### config.mk
export PLATFORM = sky130hd
export DESIGN_NAME = pipeline_exec_ctrl
export DESIGN_NICKNAME = d
export VERILOG_FILES = /design/src/rtl/pipeline_exec_ctrl.sv
export SDC_FILE = /design/constraint.sdc
export NUM_CORES = 1
export LEC_CHECK = 0
export ABC_AREA = 1
export CAP_MARGIN = 20
export CORE_UTILIZATION = 44
export CTS_CLUSTER_SIZE = 14
export DETAILED_ROUTE_END_ITERATION = 10
export PLACE_DENSITY = 0.86
export SETUP_SLACK_MARGIN = 0.4
export SLEW_MARGIN = 30
export SYNTH_ARGS = -nofsm -noshare
export SYNTH_HDL_FRONTEND = slang
export SYNTH_SLANG_ARGS = --single-unit
### constraint.sdc
create_clock -name clk -period 3.1 [get_ports clk]
set_clock_uncertainty 0.15 [all_clocks]
set_input_delay 0.775 -clock clk [delete_from_list [all_inputs] [get_ports clk]]
set_output_delay 0.775 -clock clk [all_outputs]
set_load 0.1 [all_outputs]
### src/rtl/pipeline_exec_ctrl.sv
// Execution controller for the 5-stage pipeline: run / single-step / halt, drain, register dump.
// Optional cycle counter is built only when PIPE_CTRL_CYCLE_CNT_EN is defined; otherwise o_cycle_count is 0.
module pipeline_exec_ctrl #(
    parameter int NB_ADDR      = 5,
    parameter int NUM_REGS     = 32,
    parameter int DRAIN_CYCLES = 4,
    parameter int NB_CNT       = 32
) (
    input  logic               clk,
    input  logic               i_rst,
    input  logic               i_cmd_valid,
    input  logic [1:0]         i_cmd,
    output logic               o_cmd_ready,
    input  logic               i_halt_instr,
    input  logic               i_load_use_hazard,
    input  logic               i_jump_taken,
    output logic               o_pipe_en,
    output logic               o_pc_en,
    output logic               o_stall,
    output logic               o_flush_if,
    output logic               o_dump_valid,
    input  logic               i_dump_ready,
    output logic [NB_ADDR-1:0] o_dump_addr,
    output logic               o_halted,
    output logic [2:0]         o_state,
    output logic [NB_CNT-1:0]  o_cycle_count
);

    typedef enum logic [2:0] {
        ST_IDLE   = 3'd0,
        ST_RUN    = 3'd1,
        ST_STEP   = 3'd2,
        ST_DRAIN  = 3'd3,
        ST_DUMP   = 3'd4,
        ST_HALTED = 3'd5
    } state_t;

    typedef enum logic [1:0] {
        CMD_NOP  = 2'b00,
        CMD_RUN  = 2'b01,
        CMD_STEP = 2'b10,
        CMD_HALT = 2'b11
    } cmd_t;

    localparam int NB_DRAIN = $clog2(DRAIN_CYCLES + 1);
    localparam logic [NB_DRAIN-1:0] DRAIN_LAST = NB_DRAIN'(DRAIN_CYCLES - 1);
    localparam logic [NB_ADDR-1:0]  ADDR_LAST  = NB_ADDR'(NUM_REGS - 1);

    state_t              state, state_nxt;
    logic                halt_src, halt_src_nxt;
    logic [NB_DRAIN-1:0] drain_cnt, drain_cnt_nxt;
    logic [NB_ADDR-1:0]  dump_addr, dump_addr_nxt;

    // NOTE: sequential state uses non-blocking assignments so every flop samples pre-edge values.
    always_ff @(posedge clk) begin
        if (i_rst) begin
            state     <= ST_IDLE;
            halt_src  <= 1'b0;
            drain_cnt <= '0;
            dump_addr <= '0;
        end else begin
            state     <= state_nxt;
            halt_src  <= halt_src_nxt;
            drain_cnt <= drain_cnt_nxt;
            dump_addr <= dump_addr_nxt;
        end
    end

    always_comb begin
        // NOTE: every comb output gets a default first so no path leaves it unassigned (no latches).
        state_nxt     = state;
        halt_src_nxt  = halt_src;
        drain_cnt_nxt = drain_cnt;
        dump_addr_nxt = dump_addr;
        o_cmd_ready   = 1'b0;
        o_pipe_en     = 1'b0;
        o_pc_en       = 1'b0;
        o_stall       = 1'b0;
        o_flush_if    = 1'b0;
        o_dump_valid  = 1'b0;
        o_halted      = 1'b0;

        case (state)
            ST_IDLE: begin
                o_cmd_ready = 1'b1;
                if (i_cmd_valid) begin
                    if (i_cmd == CMD_RUN)  state_nxt = ST_RUN;
                    if (i_cmd == CMD_STEP) state_nxt = ST_STEP;
                end
            end
            ST_RUN, ST_STEP: begin
                o_cmd_ready = (state == ST_RUN);
                o_pipe_en   = 1'b1;
                o_pc_en     = !i_load_use_hazard;
                o_stall     = i_load_use_hazard;
                o_flush_if  = i_jump_taken && !i_load_use_hazard;  // stall wins over flush
                // A HALT reaching WB takes priority over a HALT command in the same cycle.
                if (i_halt_instr) begin
                    state_nxt     = ST_DRAIN;
                    halt_src_nxt  = 1'b1;
                    drain_cnt_nxt = '0;
                end else if (state == ST_RUN && i_cmd_valid && i_cmd == CMD_HALT) begin
                    state_nxt     = ST_DRAIN;
                    halt_src_nxt  = 1'b0;
                    drain_cnt_nxt = '0;
                end else if (state == ST_STEP) begin
                    state_nxt = ST_IDLE;
                end
            end
            ST_DRAIN: begin
                o_pipe_en  = 1'b1;
                o_flush_if = 1'b1;
                if (drain_cnt == DRAIN_LAST) begin
                    state_nxt     = ST_DUMP;
                    drain_cnt_nxt = '0;
                    dump_addr_nxt = '0;
                end else begin
                    drain_cnt_nxt = drain_cnt + NB_DRAIN'(1);
                end
            end
            ST_DUMP: begin
                o_dump_valid = 1'b1;
                if (i_dump_ready) begin
                    if (dump_addr == ADDR_LAST) begin
                        dump_addr_nxt = '0;
                        state_nxt     = halt_src ? ST_HALTED : ST_IDLE;
                    end else begin
                        dump_addr_nxt = dump_addr + NB_ADDR'(1);
                    end
                end
            end
            ST_HALTED: o_halted = 1'b1;
            default:   state_nxt = ST_IDLE;
        endcase

        // Reset forces the reset-state output view in the same cycle.
        if (i_rst) begin
            o_cmd_ready  = 1'b1;
            o_pipe_en    = 1'b0;
            o_pc_en      = 1'b0;
            o_stall      = 1'b0;
            o_flush_if   = 1'b0;
            o_dump_valid = 1'b0;
            o_halted     = 1'b0;
        end
    end

    assign o_dump_addr = dump_addr;
    assign o_state     = state;

`ifdef PIPE_CTRL_CYCLE_CNT_EN
    logic [NB_CNT-1:0] cycle_cnt;

    // Saturating count of enabled pipeline cycles.
    always_ff @(posedge clk) begin
        if (i_rst)
            cycle_cnt <= '0;
        else if (o_pipe_en && cycle_cnt != '1)
            cycle_cnt <= cycle_cnt + NB_CNT'(1);
    end

    assign o_cycle_count = cycle_cnt;
`else
    assign o_cycle_count = '0;
`endif

endmodule

After elaboration in Yosys (flattened, before gate mapping)
Cells that the tools add are included.
{"block": "totals", "in_bits": 9, "mem_bits_ro": 0, "ramBits": 0, "wordCells": 73, "regBits": 12, "latchBits": 0, "mem_count": 0}
{"block": "op_classes", "mul": 0, "mux": 35, "n_reduce_logical": 14, "n_shift": 0, "n_eq_ne": 17, "addsub": 2, "magnitude_cmp": 0, "bitwise_logic": 1, "div": 0}
{"cell": "$mux W3", "count": 13}
{"cell": "$mux W5", "count": 3}
{"cell": "$pmux W3 S5", "count": 1}
{"cell": "$mux W1", "count": 14}
{"cell": "$pmux W5 S2", "count": 1}
{"cell": "$eq A3 B2 Y1 const B", "count": 3}
{"cell": "$ne A2 B2 Y1 const B", "count": 4}
{"cell": "$reduce_and A7 Y1", "count": 1}
{"cell": "$eq A3 B3 Y1 const B", "count": 2}
{"cell": "$ne A3 B3 Y1 const B", "count": 2}
{"cell": "$pmux W3 S2", "count": 1}
{"cell": "$reduce_bool A2 Y1", "count": 3}
{"cell": "$add A5 B1 Y5 const B", "count": 1}
{"cell": "$eq A5 B5 Y1 const B", "count": 1}
{"cell": "$eq A2 B2 Y1 const B", "count": 2}
{"cell": "$ne A4 B4 Y1 const B", "count": 1}
{"cell": "$pmux W1 S2", "count": 2}
{"cell": "$reduce_and A2 Y1", "count": 2}
{"cell": "$add A3 B1 Y3 const B", "count": 1}
{"cell": "$eq A3 B1 Y1 const B", "count": 1}
{"cell": "$logic_and A1 B1 Y1", "count": 3}
{"cell": "$logic_not A3 Y1", "count": 1}
{"cell": "$reduce_and A3 Y1", "count": 1}
{"cell": "$reduce_or A3 Y1", "count": 1}
{"cell": "4 further kinds", "count": 4}

Depth between registers and ports, before layout
{"block": "logic_depth", "depth_word": 6, "mapped_depth": 12}

Worst setup path before layout
OpenSTA, ideal clock, no wires.
{"block": "synth_path", "kind": "register to output", "start": "register state[1], in the netlist o_state[1]", "end": "output port o_flush_if", "required_ps": 2175, "path_stages_with_launch": 7, "t_arrival_ps": 3821, "path_slack_ps": -1646, "n_path_buf": 1, "cell_sequence": "dfxtp_1 > buf_6 > nand2_1 > o21ai_0 > nor3b_2 > nand2_1 > o21ai_0"}
{"block": "synth_between", "elab_chain_len": 4, "elab_cells_between_ends": 6, "classes_between": "3 x eq/ne; 2 x mux; 1 x reduce/logical"}
{"element": "start: declaration", "line": "49", "text": "state_t state, state_nxt;"}
{"element": "start signal: assignment", "line": "62", "text": "state <= state_nxt;"}
{"element": "$eq A3 B1 Y1 or $eq A3 B2 Y1 (tied branches)", "line": "83", "text": "case (state)"}
{"element": "$reduce_or A2 Y1", "line": "83"}
{"element": "$pmux W1 S2 *", "line": "83"}
{"element": "$mux W1 *", "line": "137", "text": "if (i_rst) begin"}
{"element": "end: declaration", "line": "20", "text": "output logic o_flush_if,"}
Every way passes the cells marked *; elsewhere a longest branch is shown, timed or not.

Worst setup path in the final report
{"block": "layout_path", "start": "input port i_rst", "end": "output port o_flush_if"}
{"block": "layout_between", "elab_chain_len": 1}
{"element": "start: declaration", "line": "10", "text": "input logic i_rst,"}
{"element": "$mux W1", "line": "137"}
No other way between the ends.

==> impl_metrics.json <==
{
  "endpoint_kind": "output port",
  "io_pins": 56,
  "required_ns": 2.17,
  "syn_inst": 160,
  "first_pass_iters": 5,
  "intPower_w": 0.000505,
  "synth_edf_count": 0,
  "cts_sinks": 12,
  "ys_ff_latch": 12,
  "cp_cell_sequence": "dlygate4sd2_1, nor3b_4, nand2_2, o21ai_4, buf_12",
  "path_clk_slew_ns": 0.06,
  "port_buffers": 23,
  "setup_tns_ns": 0,
  "hpwl_um": 1700,
  "grt_usage": 0.151,
  "power_frac_clock": 0.068,
  "crit_type": "in -> out",
  "power.density_nw_per_um2": 974,
  "irDropWorstVdd_mv": 0.623,
  "cp-start-kind": "primary input",
  "crit_arrival_ns": 1.68,
  "finalWirelength_um": 2090,
  "p_comb_frac": 0.727,
  "critPathMaxFanout": 5,
  "use_met2": 0.252,
  "layout_common_cells": "conb_1 (32), nand2_1 (31), nor2_1 (13)",
  "final_net_count": 201,
  "fmax_mhz": 383,
  "ant_nets": 0,
  "met3_usage": 0.0201,
  "synth_top_family_by_area": "simple AND/OR/NAND/NOR gates",
  "p_leak_nw": 0.690,
  "finalSetupViolCount": 0,
  "core_area_um2": 2480,
  "critPathMaxStageDelay_ns": 0.30,
  "fp.dieW_um": 53.3,
  "stdcell_count": 216,
  "hold_viol": 0,
  "slowest_stage": "dlygate4sd2_1",
  "seqPwrFrac": 0.206,
  "dieArea_um2": 2850,
  "drv_cap": 0,
  "hold_ws_ns": 0.299,
  "synth_cell_types": 24,
  "ys_seq_area_frac": 0.207,
  "start_util": 0.468,
  "antennaDiodeCount": 0,
  "slew_viol_final": 0,
  "cts_tree": "built",
  "switchingPower_w": 0.000878,
  "grt.busiest_layer": "met2",
  "grt_pass1_vias": 752,
  "min_path_type": "reg -> reg",
  "overflow": 0,
  "cts_root_buffer": "clkbuf_4",
  "use_met1": 0.189,
  "status": "complete, no violations",
  "synthAdderAreaFrac": 0.0539,
  "htreeDepth": 1,
  "min_period_ns": 2.61,
  "synth_ff_type": "dfxtp_1",
  "placed_cells": 211,
  "layout_commonest_cell": "conb_1",
  "synth_compound_area_frac": 0.0755,
  "numCtsBuffers": 3,
  "synthArstFlopShare": 0,
  "clock_insertion_delay_worst_skew_ns": 0.26,
  "rsz0062_at_grt": "no",
  "wl_per_cell_um": 9.69,
  "grt_max_degree": 12,
  "drt-initial-drc-count": 13,
  "yosysWarnings": 0,
  "rows": 18,
  "antenna_found_initial": 0,
  "synthXorXnorAreaFrac": 0,
  "syn_to_final_growth_pct": 22.4,
  "syn_avg_cell_area_um2": 7.25,
  "routed-via-count": 978,
  "post-route-period-util": 0.842,
  "route.detailed.drc": 0,
  "layout-drive-gt1-share": 0.242,
  "vias_per_cell": 4.53,
  "synthMuxAreaShare": 0,
  "grt_pass1_wl_um": 3130,
  "netlist_area_um2": 1160,
  "gp_congestion": 0.857,
  "p_sw_frac": 0.635,
  "die_y_um": 53.3,
  "clock_path_buffers": 2,
  "synthSimpleGateAreaFrac": 0.372
}
-- stage by stage --
step	setup slack [ns]	util	cell area [um^2]	power, W
2_1_floorplan	-0.151	-	1320	0.00115
3_3_place_gp	0.218	0.558	1380	0.00128
3_5_place_dp	0.185	0.558	1380	0.00129
4_1_cts	0.332	0.571	1420	0.00139
5_1_grt	0.438	0.573	1420	0.00146
6_report	0.490	0.573	1420	0.00138
-- power by group through the flow --
stage	sequential (W)	combinational, W	clock (W)
after global placement	0.000284	0.000993	0
after floorplan	0.000407	0.000742	0
after global routing	0.000289	0.00107	0.000107
final	0.000285	0.00101	0.0000937
after detailed placement	0.000286	0.00100	0
after CTS	0.000283	0.00101	0.0000994
-- synthesized netlist by cell type, types with 3 or more instances --
cell	count	area [um^2]
nor2_1	16	60.1
o21ai_0	5	25.0
buf_4	33	248
nand3_1	12	60.1
ha_1	5	62.6
nand2_4	3	33.8
nand2_1	32	120
buf_6	3	33.8
a21oi_1	9	45.0
inv_1	11	41.3
dfxtp_1	12	240
-- sequential cells by signal, summed over array words and instances (netlist names) --
name         cells
o_dump_addr      5
o_state          3
halt_src         1
drain_cnt        3
-- kinds of logic (layout without fill, tap and decap cells) --
| group | count (synthesis) | count (layout) |
|---|---|---|
| AO/OA/AOI/OAI | 16 | 16 |
| AND/OR/NAND/NOR | 78 | 78 |
| adder cells (fa/ha/maj) | 5 | 5 |
| flip-flops | 12 | 12 |
| buffers and inverters | 48 | 43 |
| other | 1 | 32 |
-- worst max-delay path: cells and delay by family --
family | cells | cell delay [ns]
buf+inv | 2 | 0.49
compound gates | 1 | 0.07
simple gates | 2 | 0.34
-- what timing repair did --
item	4_1_cts	5_1_grt
pin swaps	1	1
hold buffers	0	0
setup buffers	1	0
endpoints found under the setup margin	7	2
resized for setup	1	2
-- cell type report --
type                       instances  area (um^2)
sequential                        12          251
timing repair buffer              27          312
tap                               30         37.5
inverter                          12         52.6
multi-input combinational        131          741
clock buffer                       4         26.3
fill                             231         1060
-- worst paths after layout --
check	start	slack, ns	cells after the start	end
worst max register to register	o_dump_addr[0]	1.18	12	o_state[2]
worst max-delay path	i_rst	0.49	5	o_flush_if
worst min register to register	drain_cnt[2]	0.30	2	drain_cnt[2]
worst min-delay path	drain_cnt[2]	0.30	2	drain_cnt[2]
-- per-layer routing --
layer  vias to the layer above  wire length, um
met5                         -                0
met4                         0               27
met3                         6              126
met2                        46             1030
met1                       425              913
li1                        501                -
No activity file was read; power rests on OpenSTA's default activity.
